**src/rtl/interval_timer_bank.sv**
```systemverilog
// Bank of NUM_CH interval timers driven by one shared tick prescaler (CLK_FREQ/TICK_FREQ).
// Optional count snapshot logic is built when INTERVAL_TIMER_CAPTURE_EN is defined.
module interval_timer_bank #(
   parameter int CLK_FREQ  = 100_000_000,
   parameter int TICK_FREQ = 1_000_000,
   parameter int NUM_CH    = 4,
   parameter int CNT_W     = 16
) (
   input  logic                    clk,
   input  logic                    rst,
   input  logic [NUM_CH-1:0]       start_i,
   input  logic [NUM_CH-1:0]       stop_i,
   input  logic [NUM_CH-1:0]       clr_i,
   input  logic [NUM_CH-1:0]       periodic_i,
   input  logic [NUM_CH*CNT_W-1:0] limit_i,
   input  logic [NUM_CH-1:0]       capture_i,
   output logic [NUM_CH*CNT_W-1:0] count_o,
   output logic [NUM_CH-1:0]       running_o,
   output logic [NUM_CH-1:0]       done_o,
   output logic [NUM_CH-1:0]       expired_o,
   output logic [NUM_CH*CNT_W-1:0] cap_o,
   output logic [NUM_CH-1:0]       cap_valid_o
);

   localparam int DIV = CLK_FREQ / TICK_FREQ;
   localparam int PW  = (DIV > 1) ? $clog2(DIV) : 1;

   localparam logic [1:0] ST_IDLE = 2'd0;
   localparam logic [1:0] ST_RUN  = 2'd1;
   localparam logic [1:0] ST_DONE = 2'd2;

   if (CLK_FREQ % TICK_FREQ != 0) begin : g_bad_freq
      $error("interval_timer_bank: CLK_FREQ must be a multiple of TICK_FREQ");
   end
   if (NUM_CH < 1) begin : g_bad_ch
      $error("interval_timer_bank: NUM_CH must be >= 1");
   end
   if (CNT_W < 2) begin : g_bad_w
      $error("interval_timer_bank: CNT_W must be >= 2");
   end

   logic [PW-1:0] pre;
   logic          tick;

   // With DIV==1 the compare is always true, so pre stays 0 and tick fires every cycle.
   assign tick = (pre == PW'(DIV - 1));

   always_ff @(posedge clk or posedge rst) begin
      if (rst) begin
         pre <= '0;
      end else if (tick) begin
         pre <= '0;
      end else begin
         pre <= pre + PW'(1);
      end
   end

   for (genvar n = 0; n < NUM_CH; n++) begin : g_ch
      logic [1:0]       state;
      logic [CNT_W-1:0] count;
      logic [CNT_W-1:0] limit;
      logic             periodic;
      logic             expired;
      logic [CNT_W-1:0] count_inc;

      assign count_inc = count + CNT_W'(1);

      always_ff @(posedge clk or posedge rst) begin
         if (rst) begin
            state    <= ST_IDLE;
            count    <= '0;
            limit    <= '0;
            periodic <= 1'b0;
            expired  <= 1'b0;
         end else begin
            expired <= 1'b0;
            if (clr_i[n]) begin
               state <= ST_IDLE;
               count <= '0;
            end else if (start_i[n]) begin
               state    <= ST_RUN;
               count    <= '0;
               limit    <= limit_i[n*CNT_W +: CNT_W];
               periodic <= periodic_i[n];
            end else if (stop_i[n] && state == ST_RUN) begin
               state <= ST_IDLE;
            end else if (tick && state == ST_RUN) begin
               // A zero limit means free-run: the counter simply wraps and never expires.
               if (limit == '0 || count_inc != limit) begin
                  count <= count_inc;
               end else begin
                  expired <= 1'b1;
                  if (periodic) begin
                     count <= '0;
                  end else begin
                     count <= limit;
                     state <= ST_DONE;
                  end
               end
            end
         end
      end

      assign count_o[n*CNT_W +: CNT_W] = count;
      assign running_o[n]              = (state == ST_RUN);
      assign done_o[n]                 = (state == ST_DONE);
      assign expired_o[n]              = expired;

`ifdef INTERVAL_TIMER_CAPTURE_EN
      logic [CNT_W-1:0] cap;
      logic             cap_valid;

      always_ff @(posedge clk or posedge rst) begin
         if (rst) begin
            cap       <= '0;
            cap_valid <= 1'b0;
         end else begin
            cap_valid <= capture_i[n];
            if (capture_i[n]) begin
               cap <= count;
            end
         end
      end

      assign cap_o[n*CNT_W +: CNT_W] = cap;
      assign cap_valid_o[n]          = cap_valid;
`else
      assign cap_o[n*CNT_W +: CNT_W] = '0;
      assign cap_valid_o[n]          = 1'b0;
`endif
   end

`ifndef INTERVAL_TIMER_CAPTURE_EN
   logic unused_capture;
   assign unused_capture = ^capture_i;
`endif

endmodule
```
**config.mk**
```make
export PLATFORM = sky130hd
export DESIGN_NAME = interval_timer_bank
export DESIGN_NICKNAME = d
export VERILOG_FILES = /design/src/rtl/interval_timer_bank.sv
export SDC_FILE = /design/constraint.sdc
export NUM_CORES = 1
export LEC_CHECK = 0
export CORE_MARGIN = 5
export CORE_UTILIZATION = 52
export CTS_CLUSTER_DIAMETER = 60
export DETAILED_ROUTE_END_ITERATION = 16
export GPL_TIMING_DRIVEN = 0
export PLACE_DENSITY_LB_ADDON = 0.2
export SLEW_MARGIN = 15
export SYNTH_ARGS = -nofsm -noshare
export SYNTH_HDL_FRONTEND = slang
export SYNTH_SLANG_ARGS = --single-unit
```
**constraint.sdc**
```tcl
create_clock -name clk -period 6.8 [get_ports clk]
set_input_delay 2.04 -clock clk [delete_from_list [all_inputs] [get_ports clk]]
set_output_delay 2.04 -clock clk [all_outputs]
set_load 0.05 [all_outputs]
```
==> results.py, run 1 <==
metrics = {
    "placement": {
        "hpwlAfterDp_mm": 21.3,
        "numPortBuffers": 157,
        "routabilityCongestion": 0.919,
        "place_ws_ns": 2.47,
    },
    "outcome": {
        "status": "finished, final reports clean",
    },
    "route": {
        "drt-total-wl_mm": 29.0,
        "drtIter0Drc": 682,
        "via_count": 9326,
        "drcViolationCount": 0,
        "firstDrtPassIters": 5,
        "antenna_left": 0,
        "routedWlPerCell_um": 17.8,
        "vias_per_cell": 5.72,
    },
    "timing": {
        "maxSlewViolCount": 0,
        "hold-worst-slack_ns": 0.478,
        "finalSetupViolCount": 0,
        "tns_ns": 0,
        "tightest_slew_ns": 0.920,
        "worst_slew_margin_rel": 0.382,
        "rsz0062_at_grt": "no",
        "worst_slack_ns": 2.72,
        "fin_crit_sh": 0.601,
        "fin_skew_ns": 0.0109,
        "hold_viol": 0,
        "fmax_mhz": 245,
        "fin_crit_ns": 4.08,
    },
    "clock_tree": {
        "cts_tree": "done",
        "path_clk_slew_ns": 0.06,
        "postCtsSetupBuffers": 0,
        "cts-buffers-inserted": 17,
        "htree_levels": 4,
        "cts.hold.buffers_added": 0,
        "post_cts_resized": 0,
        "clockBufferDepth": 2,
        "clock_sinks": 151,
        "ctsRootBufferMaster": "clkbuf_16",
        "clk-insertion-delay-late_ns": 0.43,
    },
    "logic_synthesis": {
        "synth.avg_cell_area_um2": 9.29,
        "yosys_most_used_dff": "dfrtp_1",
        "synth-async-reset-ratio": 1.00,
        "synth.most_common_cell": "dfrtp_1",
        "synth_cells": 1110,
        "synth-edff-count": 0,
        "synth.distinct_cells": 78,
        "ys_ff_latch": 151,
        "yosysTopAreaCell": "dfrtp_1",
        "yosysWarnings": 0,
        "synthTopCellsByArea": "dfrtp_1, mux2_2, buf_4",
        "yosysSeqAreaShare": 0.366,
        "netlist_area_um2": 10300,
        "synth.top_cell.area_share": 0.366,
        "synth.cells.most_frequent": "dfrtp_1, nand2_1, buf_4",
    },
    "setup_path": {
        "path_buf_inv": 1,
        "cp.required_ns": 4.76,
        "critical-path-top-delay-family": "buffers and inverters",
        "cpPeakStageDelay_ns": 0.89,
        "critical_path_class": "reg -> out",
        "setup.worst_path.start_class": "register",
        "cp.arrival_ns": 2.04,
        "crit_path_end_kind": "output pin",
        "cp_max_fo": 4,
        "critPathSlowestCell": "clkdlybuf4s50_1",
        "crit_chain": "nor2b_1, clkdlybuf4s50_1",
    },
    "global_route": {
        "antenna_found_initial": 1,
        "grt_pass1_vias": 8813,
        "grt_pass1_wl_mm": 46.3,
        "gr-total-overflow": 0,
        "grt_max_degree": 106,
        "gr-usage-all-layers": 0.254,
    },
    "final_layout": {
        "post-route-util": 0.670,
        "nNetsFinal": 1445,
        "area_growth_pct": 26.9,
        "n_antenna_cell": 0,
        "drive_gt1_frac": 0.160,
    },
    "power": {
        "vdd_ir_drop_max_mv": 0.172,
        "power_density_nw_per_um2": 187,
        "power_mw": 2.44,
        "leakagePower_nw": 5.54,
    },
    "floorplanning": {
        "start_util": 0.528,
        "die_area_um2": 22800,
        "core-area_um2": 19500,
        "die_w_um": 151,
        "num_rows": 51,
        "ios": 230,
        "die_y_um": 151,
    },
    "run": {
        "drv_cap": 0,
    },
    "worst_hold_path": {
        "hold_path.class": "reg -> reg",
    },
}
placed cells by master, fill, tap and decap left out, drive strengths merged, types with 12 or more instances in the layout:
| master | count |
|---|---|
| inv | 27 |
| clkdlybuf4s50 | 157 |
| nand2 | 85 |
| a21oi | 20 |
| nor4 | 30 |
| nor3 | 41 |
| a221o | 14 |
| and4 | 12 |
| xor2 | 29 |
| nor2 | 52 |
| conb | 68 |
| clkbuf | 48 |
| mux2 | 69 |
| nand3 | 67 |
| nand4 | 31 |
| or3 | 12 |
| and3 | 19 |
| nor2b | 19 |
| mux2i | 12 |
| o21ai | 49 |
| buf | 105 |
| dfrtp | 151 |
| xnor2 | 60 |
state kept, by name, indices dropped and copies added (netlist names):
| register | cells |
|---|---|
| g_ch.count | 64 |
| g_ch.expired | 4 |
| g_ch.limit | 64 |
| g_ch.periodic | 4 |
| g_ch.state | 8 |
| pre | 7 |
area by class of cell:
| cell class | instances | area (um^2) |
|---|---|---|
| buffer | 134 | 822 |
| clock buffer | 18 | 429 |
| clock inverter | 13 | 155 |
| fill | 1614 | 6440 |
| inverter | 26 | 105 |
| multi-input combinational | 866 | 5870 |
| sequential | 151 | 3780 |
| tap | 265 | 332 |
| timing repair buffer | 158 | 1600 |
worst register-to-register path, stage by stage (launching register included):
cell and delay (ns):
dfrtp_1 0.52, ha_1 0.33, nand3_1 0.31, or3_1 0.44
a32oi_1 0.21, or4b_1 0.50, a211oi_1 0.56, a21oi_1 0.42
a21oi_1 0.29, o21ai_0 0.11
metal layers:
layer	wire length, um	up-vias	GRT usage
met5	13	-	0
met4	550	2	0.0739
met3	2520	54	0.0566
met2	14000	424	0.414
met1	11900	4436	0.342
li1	-	4410	-
through the flow:
step                cells  area (um^2)
finish               1631        13100
global route         1631        13100
CTS                  1631        13100
detailed placement   1600        12500
global placement     1599        12500
floorplan            1177        10600
where the power goes:
| group | internal (mW) | leakage, nW | switching, mW |
|---|---|---|---|
| sequential | 0.959 | 1.94 | 0.0973 |
| clock | 0.573 | 0.282 | 0.389 |
| combinational | 0.196 | 3.31 | 0.227 |
| total | 1.73 | 5.54 | 0.714 |
final timing paths:
path | startpoint | end | slack, ns | depth (start not counted)
max | g_ch[2].state[1]$_DFFE_PP0P_ | running_o[2] | 2.72 | 2
min | pre[0]$_DFF_PP0_ | pre[0]$_DFF_PP0_ | 0.48 | 1
max reg2reg | g_ch[2].count[0]$_DFFE_PP0P_ | g_ch[2].count[5]$_DFFE_PP0P_ | 2.99 | 9
min reg2reg | pre[0]$_DFF_PP0_ | pre[0]$_DFF_PP0_ | 0.48 | 1
max in group asynchronous | rst | g_ch[3].count[8]$_DFFE_PP0P_ | 3.97 | 3
min in group asynchronous | rst | g_ch[0].count[2]$_DFFE_PP0P_ | 2.00 | 2
cell families after synthesis:
family	Yosys count	synth area share
buf+inv	160	0.0891
compound gates	193	0.134
xor+xnor	94	0.0876
simple gates	425	0.229
other cells	1	0.000364
flops	151	0.366
mux	81	0.0870
fa+ha+maj	5	0.00606
Note: power is estimated with default switching activity, not from simulation.
==> run 2: changes to the inputs <==
Settings changed: CORE_UTILIZATION 52 to 47.
Clock period 6.8 ns to 3.35 ns, I/O delays scaled along.
==> results.py, run 2 (synthesis gave the netlist of run 1 again) <==
metrics = {
    "clock_tree": {
        "path_clk_slew_ns": 0.06,
        "cts_tree": "done",
        "ctsRootBufferMaster": "clkbuf_16",
        "clockBufferDepth": 2,
        "cts-buffers-inserted": 17,
        "clock_sinks": 151,
        "clk-insertion-delay-late_ns": 0.43,
        "htree_levels": 4,
    },
    "global_route": {
        "gr-usage-all-layers": 0.233,
        "grt.busiest_layer": "met2",
        "gr-total-overflow": 0,
        "antenna_found_initial": 0,
        "grt_pass1_vias": 8792,
        "met3_usage": 0.0481,
        "use_met1": 0.319,
        "grt_pass1_wl_mm": 46.8,
        "grt_max_degree": 36,
        "gr-usage-met2": 0.369,
    },
    "final_layout": {
        "nNetsFinal": 1455,
        "layout_commonest_cell": "clkdlybuf4s50_1",
        "area_growth_pct": 29.3,
        "top_regs": "g_ch.count (64), g_ch.limit (64), g_ch.state (8)",
        "drive_gt1_frac": 0.184,
        "final_cell_area_um2": 13300,
        "n_antenna_cell": 0,
        "mostFrequentLayoutCells": "clkdlybuf4s50_1, dfrtp_1, nand2_1",
    },
    "timing": {
        "fin_crit_ns": 3.25,
        "tightest_slew_ns": 0.894,
        "worst_slew_margin_rel": 0.400,
        "hold_viol": 0,
        "fin_skew_ns": 0.0124,
        "fin_crit_sh": 0.970,
        "fmax_mhz": 308,
        "maxSlewViolCount": 0,
        "finalSetupViolCount": 0,
        "hold-worst-slack_ns": 0.468,
    },
    "route": {
        "via_count": 9335,
        "routedWlPerCell_um": 18.0,
        "firstDrtPassIters": 5,
        "antenna_left": 0,
        "drtIter0Drc": 763,
        "drcViolationCount": 0,
        "drt-total-wl_mm": 29.8,
        "vias_per_cell": 5.64,
    },
    "floorplanning": {
        "die_area_um2": 25000,
        "core-area_um2": 21700,
        "start_util": 0.476,
        "ios": 230,
        "die_y_um": 158,
        "num_rows": 54,
        "die_w_um": 158,
    },
    "setup_path": {
        "cp_max_fo": 8,
        "cpPeakStageDelay_ns": 0.56,
        "reg2reg_to": "g_ch[2].count[0]$_DFFE_PP0P_",
        "setup.worst_path.start_class": "register",
        "cp.arrival_ns": 3.55,
        "critical_path_class": "reg -> reg",
        "r2r_slack_ns": 0.10,
        "crit_path_end_kind": "register",
        "reg2reg_depth": 11,
        "critPathSlowestCell": "or4b_1",
        "crit_chain": "ha_2, and3_1, clkbuf_1, a311oi_1, nand4_1, or4b_1, nor2_2, and3_1, clkbuf_1, nor3_1, a221o_1",
        "critPathLaunch": "g_ch[2].count[0]$_DFFE_PP0P_",
        "endpoint": "g_ch[2].count[0]$_DFFE_PP0P_",
        "cp.required_ns": 3.65,
        "r2r-start": "g_ch[2].count[0]$_DFFE_PP0P_",
    },
    "worst_hold_path": {
        "hold_path.class": "reg -> reg",
    },
    "placement": {
        "placedInstanceArea_um2": 12600,
        "routabilityCongestion": 0.935,
        "hpwlAfterDp_mm": 21.9,
        "numPortBuffers": 157,
    },
    "power": {
        "leakagePower_nw": 5.59,
        "internal_power_mw": 3.54,
        "swShare": 0.293,
        "vdd_ir_drop_max_mv": 0.279,
        "power_density_nw_per_um2": 375,
        "p_clk_frac": 0.398,
        "p_sw_mw": 1.47,
        "sequentialPowerShare": 0.428,
        "comb_power_share": 0.174,
    },
    "run": {
        "drv_cap": 0,
    },
    "outcome": {
        "status": "finished, final reports clean",
    },
}
-- run 2: cell count changes in the layout (fill, tap and decap cells not counted), sizes merged --
cell	delta
clkbuf	+2
clkinv	-1
buf	+10
inv	-1
-- run 2: area by class of cell --
cell class	count	area, um^2
inverter	26	101
clock inverter	11	150
buffer	133	826
clock buffer	20	447
timing repair buffer	169	1710
tap	280	350
sequential	151	3780
multi-input combinational	866	5970
fill	1888	8350
-- run 2: how the worst min path moves through the flow --
stage,startpoint,endpoint,slack (ns),cells past startpoint
after detailed placement,pre[0]$_DFF_PP0_,pre[0]$_DFF_PP0_,0.47,1
after CTS,pre[0]$_DFF_PP0_,pre[0]$_DFF_PP0_,0.47,1
after global placement,pre[0]$_DFF_PP0_,pre[0]$_DFF_PP0_,0.46,1
final,pre[0]$_DFF_PP0_,pre[0]$_DFF_PP0_,0.47,1
after floorplan,pre[0]$_DFF_PP0_,pre[0]$_DFF_PP0_,0.44,1
after global routing,pre[0]$_DFF_PP0_,pre[0]$_DFF_PP0_,0.50,1
-- run 2: stage by stage --
step | power [mW] | setup TNS (ns) | setup WS (ns) | std cells | util
after floorplan | 2.75 | 0 | 0.0117 | 1177 | -
after global placement | 3.01 | -151.72 | -0.976 | 1614 | 0.576
after detailed placement | 3.03 | -6.65 | -0.276 | 1618 | 0.580
after CTS | 5.04 | 0 | 0.00361 | 1654 | 0.612
after global routing | 5.22 | -0.0484 | -0.0231 | 1656 | 0.615
final | 5.01 | 0 | 0.102 | 1656 | 0.615
-- run 2: layer usage --
metal | part of all wire | wire length, um
met5 | 0 | 0
met4 | 0.024 | 711
met3 | 0.071 | 2100
met2 | 0.47 | 14100
met1 | 0.43 | 12900
-- run 2: what timing repair did --
| item | in CTS | in global routing |
|---|---|---|
| pin swaps | 3 | 3 |
| setup endpoints to repair | 51 | 63 |
| buffers inserted | 5 | 3 |
| resized for setup | 13 | 17 |
| hold buffers | 0 | 0 |
-- run 2: critical path: cells and delay by family, from the launching register on --
kind / cells / cell delay, ns
simple gates: 6 / 1.34
fa+ha+maj: 1 / 0.27
compound gates: 2 / 0.59
buf+inv: 2 / 0.45
flops: 1 / 0.48
-- run 2: power groups by stage --
stage	logic, mW	registers [mW]	clock network (mW)
global placement	0.837	2.17	0
detailed placement	0.858	2.17	0
global route	0.939	2.16	2.12
CTS	0.867	2.14	2.04
finish	0.870	2.14	2.00
floorplan	0.653	2.10	0
